$ cat src/rtl/bht_update_queue.sv
// Elastic update queue between branch resolution and the perceptron predictor's training port.
// Optional statistics counters are built only when BHT_UPDQ_STATS_EN is defined.
module bht_update_queue #(
  parameter int unsigned DEPTH = 4,
  parameter int unsigned VLEN  = 64
) (
  input  logic                       clk_i,
  input  logic                       rst_i,
  input  logic                       flush_i,
  input  logic                       debug_mode_i,
  input  logic                       res_valid_i,
  input  logic [VLEN-1:0]            res_pc_i,
  input  logic                       res_taken_i,
  input  logic                       res_mispredict_i,
  output logic                       upd_valid_o,
  output logic [VLEN-1:0]            upd_pc_o,
  output logic                       upd_taken_o,
  output logic                       upd_mispredict_o,
  input  logic                       upd_ready_i,
  output logic                       full_o,
  output logic [15:0]                drop_cnt_o,
  output logic [$clog2(DEPTH):0]     high_water_o
);

  localparam int unsigned AW = $clog2(DEPTH);
  localparam int unsigned CW = AW + 1;
  localparam logic [CW-1:0] FULL_CNT = CW'(DEPTH);

  logic [VLEN-1:0]  r_pc [DEPTH];
  logic [DEPTH-1:0] r_taken;
  logic [DEPTH-1:0] r_mis;
  logic [AW-1:0]    r_head;
  logic [AW-1:0]    r_tail;
  logic [CW-1:0]    r_count;

  logic             w_push;
  logic             w_pop;
  logic             w_full;
  logic             w_head_adv;
  logic [CW-1:0]    w_count_next;

  assign w_full     = (r_count == FULL_CNT);
  assign w_push     = res_valid_i && !debug_mode_i && !flush_i;
  assign w_pop      = (r_count != '0) && upd_ready_i;
  // A push into a full queue without a pop evicts the oldest entry.
  assign w_head_adv = w_pop || (w_push && w_full);

  always_comb begin
    w_count_next = r_count;
    if (flush_i) begin
      w_count_next = '0;
    end else if (w_push && !w_pop && !w_full) begin
      w_count_next = r_count + CW'(1);
    end else if (w_pop && !w_push) begin
      w_count_next = r_count - CW'(1);
    end
  end

  always_ff @(posedge clk_i or posedge rst_i) begin
    if (rst_i) begin
      r_head  <= '0;
      r_tail  <= '0;
      r_count <= '0;
    end else if (flush_i) begin
      r_head  <= '0;
      r_tail  <= '0;
      r_count <= '0;
    end else begin
      r_count <= w_count_next;
      if (w_head_adv) r_head <= r_head + AW'(1);
      if (w_push)     r_tail <= r_tail + AW'(1);
    end
  end

  always_ff @(posedge clk_i or posedge rst_i) begin
    if (rst_i) begin
      for (int i = 0; i < int'(DEPTH); i++) r_pc[i] <= '0;
      r_taken <= '0;
      r_mis   <= '0;
    end else if (w_push) begin
      r_pc[r_tail]    <= res_pc_i;
      r_taken[r_tail] <= res_taken_i;
      r_mis[r_tail]   <= res_mispredict_i;
    end
  end

  assign upd_valid_o      = (r_count != '0);
  assign upd_pc_o         = r_pc[r_head];
  assign upd_taken_o      = r_taken[r_head];
  assign upd_mispredict_o = r_mis[r_head];
  assign full_o           = w_full;

`ifdef BHT_UPDQ_STATS_EN
  logic [15:0]   r_drop_cnt;
  logic [CW-1:0] r_high_water;

  // Stats survive a flush; only reset clears them.
  always_ff @(posedge clk_i or posedge rst_i) begin
    if (rst_i) begin
      r_drop_cnt   <= '0;
      r_high_water <= '0;
    end else begin
      if (w_push && w_full && !w_pop && (r_drop_cnt != 16'hFFFF)) r_drop_cnt <= r_drop_cnt + 16'd1;
      if (w_count_next > r_high_water) r_high_water <= w_count_next;
    end
  end

  assign drop_cnt_o   = r_drop_cnt;
  assign high_water_o = r_high_water;
`else
  assign drop_cnt_o   = '0;
  assign high_water_o = '0;
`endif

endmodule

$ cat config.mk
export PLATFORM = sky130hd
export DESIGN_NAME = bht_update_queue
export DESIGN_NICKNAME = d
export VERILOG_FILES = /design/src/rtl/bht_update_queue.sv
export SDC_FILE = /design/constraint.sdc
export NUM_CORES = 1
export LEC_CHECK = 0
export ABC_AREA = 1
export BUFFER_PORTS_ARGS = -buffer_cell sky130_fd_sc_hd__buf_4
export CELL_PAD_IN_SITES_DETAIL_PLACEMENT = 1
export CELL_PAD_IN_SITES_GLOBAL_PLACEMENT = 2
export CORE_MARGIN = 8
export CORE_UTILIZATION = 30
export CTS_BUF_LIST = sky130_fd_sc_hd__clkbuf_16
export DETAILED_ROUTE_END_ITERATION = 6
export PLACE_DENSITY = 0.75
export SETUP_SLACK_MARGIN = 0.02
export SYNTH_ARGS = -nofsm -noshare
export SYNTH_HDL_FRONTEND = slang
export SYNTH_SLANG_ARGS = --single-unit
$ cat constraint.sdc
create_clock -name clk_i -period 12.4 [get_ports clk_i]
set_clock_uncertainty 0.05 [all_clocks]
set_input_delay 1.24 -clock clk_i [delete_from_list [all_inputs] [get_ports clk_i]]
set_output_delay 1.24 -clock clk_i [all_outputs]
set_load 0.02 [all_outputs]
-- Yosys cells after proc, flatten, opt, wreduce, memory -nomap -nowiden
Cells that the tools add are included.
- reduce and logical (&&, ||, !) cells: 19
- equal/unequal tests: 1
- $lt $le $gt $ge: 6
- multipliers: 0
- bitwise operators: 2
- shift operators: 0
- multiplexer cells: 21
- add/subtract/negate cells: 4
- divide/modulo/power cells: 0
- operators by type and width (cell ; count):
    $bwmux 256 ; 1
    $mux 64 ; 3
    $bmux 64 s2 ; 1
    $demux 64 s2 ; 1
    $logic_and 1x1->1 ; 9
    $mux 3 ; 3
    $bwmux 4 ; 2
    $mux 2 ; 4
    $ge 3x3->1 const B ; 2
    $lt 2x3->1 const B ; 2
    $not 2->3 ; 2
    $reduce_bool 3->1 ; 2
    $logic_not 1->1 ; 5
    $add 2x1->2 const B ; 2
    $bmux 1 s2 ; 2
    $reduce_bool 2->1 ; 2
    $add 3x1->3 const B ; 1
    $eq 3x3->1 const B ; 1
    $lt 3x1->1 const B ; 1
    $mux 1 ; 3
    $sub 3x1->3 const B ; 1
    $demux 1 s2 ; 1
    $ge 2x1->1 const B ; 1
    $logic_or 1x1->1 ; 1
- memories: 0
- memory bits (read-only): 0
- RAM bits: 0
- output and inout bits: 87
- word-level logic and storage cells: 62
- latch bits: 0
- bits of input ports: 72
- bits in registers: 271

-- Depth between registers and ports, before layout
- word-level depth: 8
- gate-level depth with buffers: 14
- gate-level depth less buffers: 14

-- Worst setup path after synthesis
Ideal clock, no wire load.
- path kind: reg-to-output
- from: register r_head[0]
- to: output upd_mispredict_o
- slack: 9.655 ns
- buffers on the path: 2
- cell stages (with the launch flop): 6
- arrival: 1.455 ns
- cell sequence: dfrtp_1 > inv_1 > clkbuf_1 > clkbuf_1 > nor2_1 > o22ai_1
- word-level cells in the longest chain between the ends: 2
- ends and longest elaborated chain (item ; RTL line ; text):
    from (decl) ; 32 ; logic [AW-1:0] r_head;
    from (signal assigned) ; 70 ; if (w_head_adv) r_head <= r_head + AW'(1);
    $bmux 1 s2 ; 90 ; assign upd_mispredict_o = r_mis[r_head];
    $mux 1 (not written as such) ; 90 ;
    to (decl) ; 18 ; output logic upd_mispredict_o,
No other way between the ends. The select of a mux whose other input is x is not followed.

-- Worst setup path in the final report
- from: register r_head[0]
- to: output upd_pc_o[32]
- word-level cells in the longest chain between the ends: 4
- ends and longest elaborated chain (item ; RTL line ; text):
    $not 2->3 (not written as such) ; 88 ; assign upd_pc_o = r_pc[r_head];
    $bmux 64 s2 ; 88 ;
    $mux 64 (not written as such) (2 in series) ; 88 ;
    to (decl) ; 16 ; output logic [VLEN-1:0] upd_pc_o,
No other way between the ends. The select of a mux whose other input is x is not followed.

==> out/metrics.cfg <==
[sta]
setup-violations-final=0
postLayoutSetupSlackWorst_ns=7.80
post-route-min-period_ns=4.60
worst_pin_slew_ns=1.05
hold_ws_ns=0.427
rsz0062_at_grt=no
fmax_mhz=217
slew_viol_final=0
setup_tns_ns=0
hold_viol_final=0
fin_crit_sh_pct=37.1
slew_headroom_pct=30.3

[run]
drv_cap=0

[synthesis]
yosys-top-cells-count=o21ai_0, nand2_1, dfrtp_1
postSynthCellCount=1376
async_reset_ff_share_pct=100
synth_area_leaders=dfrtp_1, o21ai_0, nand2_1, nor2_1, o22ai_1
synth_cell_types=22
yosysMostFrequentCell=o21ai_0
synth_top_area_cell=dfrtp_1
synth_seq_cells=271
synth_top_area_share_pct=56.7
yosys_warnings=0
syn_avg_cell_area_sq_um=8.70
synth_ff_type=dfrtp_1
synthesis.area_sq_um=12000
yosysSeqAreaShare_pct=56.7
synth_edf_count=0

[drt]
vias=9600
via_per_inst=4.78
drtIter0Drc=568
wl_per_cell_um=17.3
drt-pass1-iter-count=4
drt_wl_total_mm=34.7
ant_nets=0
drc_errors=0

[setup_path]
cp.arrival_ns=3.31
r2r_end=r_pc[232]
critPathCaptureType=output port
cpMostUsedCell=buf_4
cpMaxStageDelayCell=dfrtp_4
max_stage_delay_ns=0.74
ff2ff_path_depth=5
rr_startpoint=r_tail[0]
ff2ff_setup_slack_ns=9.99
required_ns=11.11
worstSetupStartpointType=register
critPathKind=register to output port
cp_cell_sequence=inv_4, buf_4, o21ai_0, o22ai_1, buf_4
cp_max_fo=75

[clock_tree]
post_cts_buffers=0
clkTransAtPathRegs_ns=0.06
cts_buffers=34
cts_sinks=271
cts_tree=done
cts_root_buf=clkbuf_16
hold_buffers=0
cts.htree.levels=2
clk_latency_ns=0.50
clk_path_buf_depth=3
postCtsResizedCells=0

[pwr]
combPwrFrac_pct=29.3
peakVddDrop_v=0.000132
clock_power_share_pct=31.7
seqPwrFrac_pct=39.0
p_switching_mw=0.988
p_leak_nw=6.93
internal-power_mw=1.86
switching_share_pct=34.7
p_per_area_nw_per_um2=201

[hold_path]
min_path_type=register to register
whs_path_depth=2
hold_path_end=r_pc[69]
holdCritStartpoint=r_pc[69]

[final_layout]
ff_latch_area_sq_um=6790
n_antenna_cell=0
n_fill_cell=4672
drive_gt1_share_pct=13.5
syn_to_final_growth_pct=18.2
nets=1537
multiInputGateArea_sq_um=4250

[run_status]
status=completed

[floorplan]
die_area_sq_um=46500
die_height_um=216
die_w_um=216
pin_count=159
initial_core_util_pct=30.3
core-area_sq_um=39500
row_count=73

[grt]
grt.overflow.total=0
grt_pass1_wl_mm=57.7
antenna_found_initial=0
grt_pass1_vias=10500
grt_usage_pct=15.0
grt_max_degree=137

[place]
gp_congestion=0.709
place_hpwl_mm=20.1
io_buffer_count=139
pre_cts_slack_ns=8.24

[metal layers]
metal	GRT usage (%)	share of wire, %	wire, um	vias up
met5	0	0	0	-
met1	20.2	48	16700	4740
li1	-	-	-	4679
met2	24.8	47	16300	143
met4	3.04	1.4	470	0
met3	2.87	3.7	1280	38
[how the worst max path moves through the flow]
stage                   endpoint  startpoint  slack, ns  cells after the start
floorplan             r_count[0]       rst_i       3.64                      1
global placement    upd_pc_o[32]   r_head[0]       8.27                      5
detailed placement  upd_pc_o[32]   r_head[0]       8.24                      5
CTS                 upd_pc_o[32]   r_head[0]       7.68                      5
global route        upd_pc_o[33]   r_head[0]       7.53                      5
finish              upd_pc_o[32]   r_head[0]       7.80                      5
[cells by family (layout without fill, tap and decap cells)]
| group | after synthesis | count (layout) | share of synthesized area [%] |
|---|---|---|---|
| flip-flops | 271 | 271 | 56.7 |
| buffers and inverters | 198 | 288 | 8.51 |
| AND/OR/NAND/NOR | 433 | 433 | 13.9 |
| adder cells (fa/ha/maj) | 5 | 5 | 0.585 |
| AO/OA/AOI/OAI | 468 | 468 | 20.3 |
| other | 1 | 19 | 0.0313 |
[worst max-delay path: cells and delay by family, from the launching register on]
kind / cells / cell delay [ns]
AOI/OAI and AO/OA: 2 / 0.47
buffers and inverters: 3 / 1.52
DFF: 1 / 0.74
[stage by stage]
step | util [%] | instance area (sq um) | instances | total power [mW]
after global routing | 35.8 | 14100 | 2009 | 3.04
final | 35.8 | 14100 | 2009 | 2.85
after detailed placement | 33.2 | 13100 | 1949 | 1.98
after CTS | 35.8 | 14100 | 2009 | 2.91
after global placement | 33.2 | 13100 | 1949 | 1.96
after floorplan | - | 12000 | 1394 | 1.63
[sequential cells by signal, indices dropped and copies added (netlist names)]
name and count:
r_pc 256, r_count 3, r_mis 4, r_head 2, r_taken 4, r_tail 2
[power by group through the flow]
stage	clock, mW	combinational (mW)	sequential (mW)
2_1_floorplan	0	0.539	1.09
3_3_place_gp	0	0.839	1.12
3_5_place_dp	0	0.851	1.13
4_1_cts	0.939	0.856	1.11
5_1_grt	0.973	0.934	1.13
6_report	0.904	0.834	1.11
[cells in the final DEF, fill, tap and decap left out, drive strengths merged]
master	synthesis	final
nor2	139	139
nor3	1	1
fa	1	1
inv	80	92
nand2	285	285
dfrtp	271	271
o22ai	66	66
o21ai	399	399
nand3	5	5
conb	1	19
nand4	3	3
a21oi	2	2
ha	4	4
a22o	1	1
clkbuf	59	37
buf	59	148
clkinvlp	0	1
clkinv	0	10
[layout make-up]
| class | count | area share (%) |
|---|---|---|
| Clock buffer | 37 | 6.54 |
| Clock inverter | 23 | 0.672 |
| Inverter | 80 | 2.19 |
| Multi-Input combinational cell | 925 | 30.0 |
| Sequential cell | 271 | 48.0 |
| Tap cell | 525 | 4.64 |
| Timing Repair Buffer | 148 | 7.94 |
No activity file was read; power rests on OpenSTA's default activity.
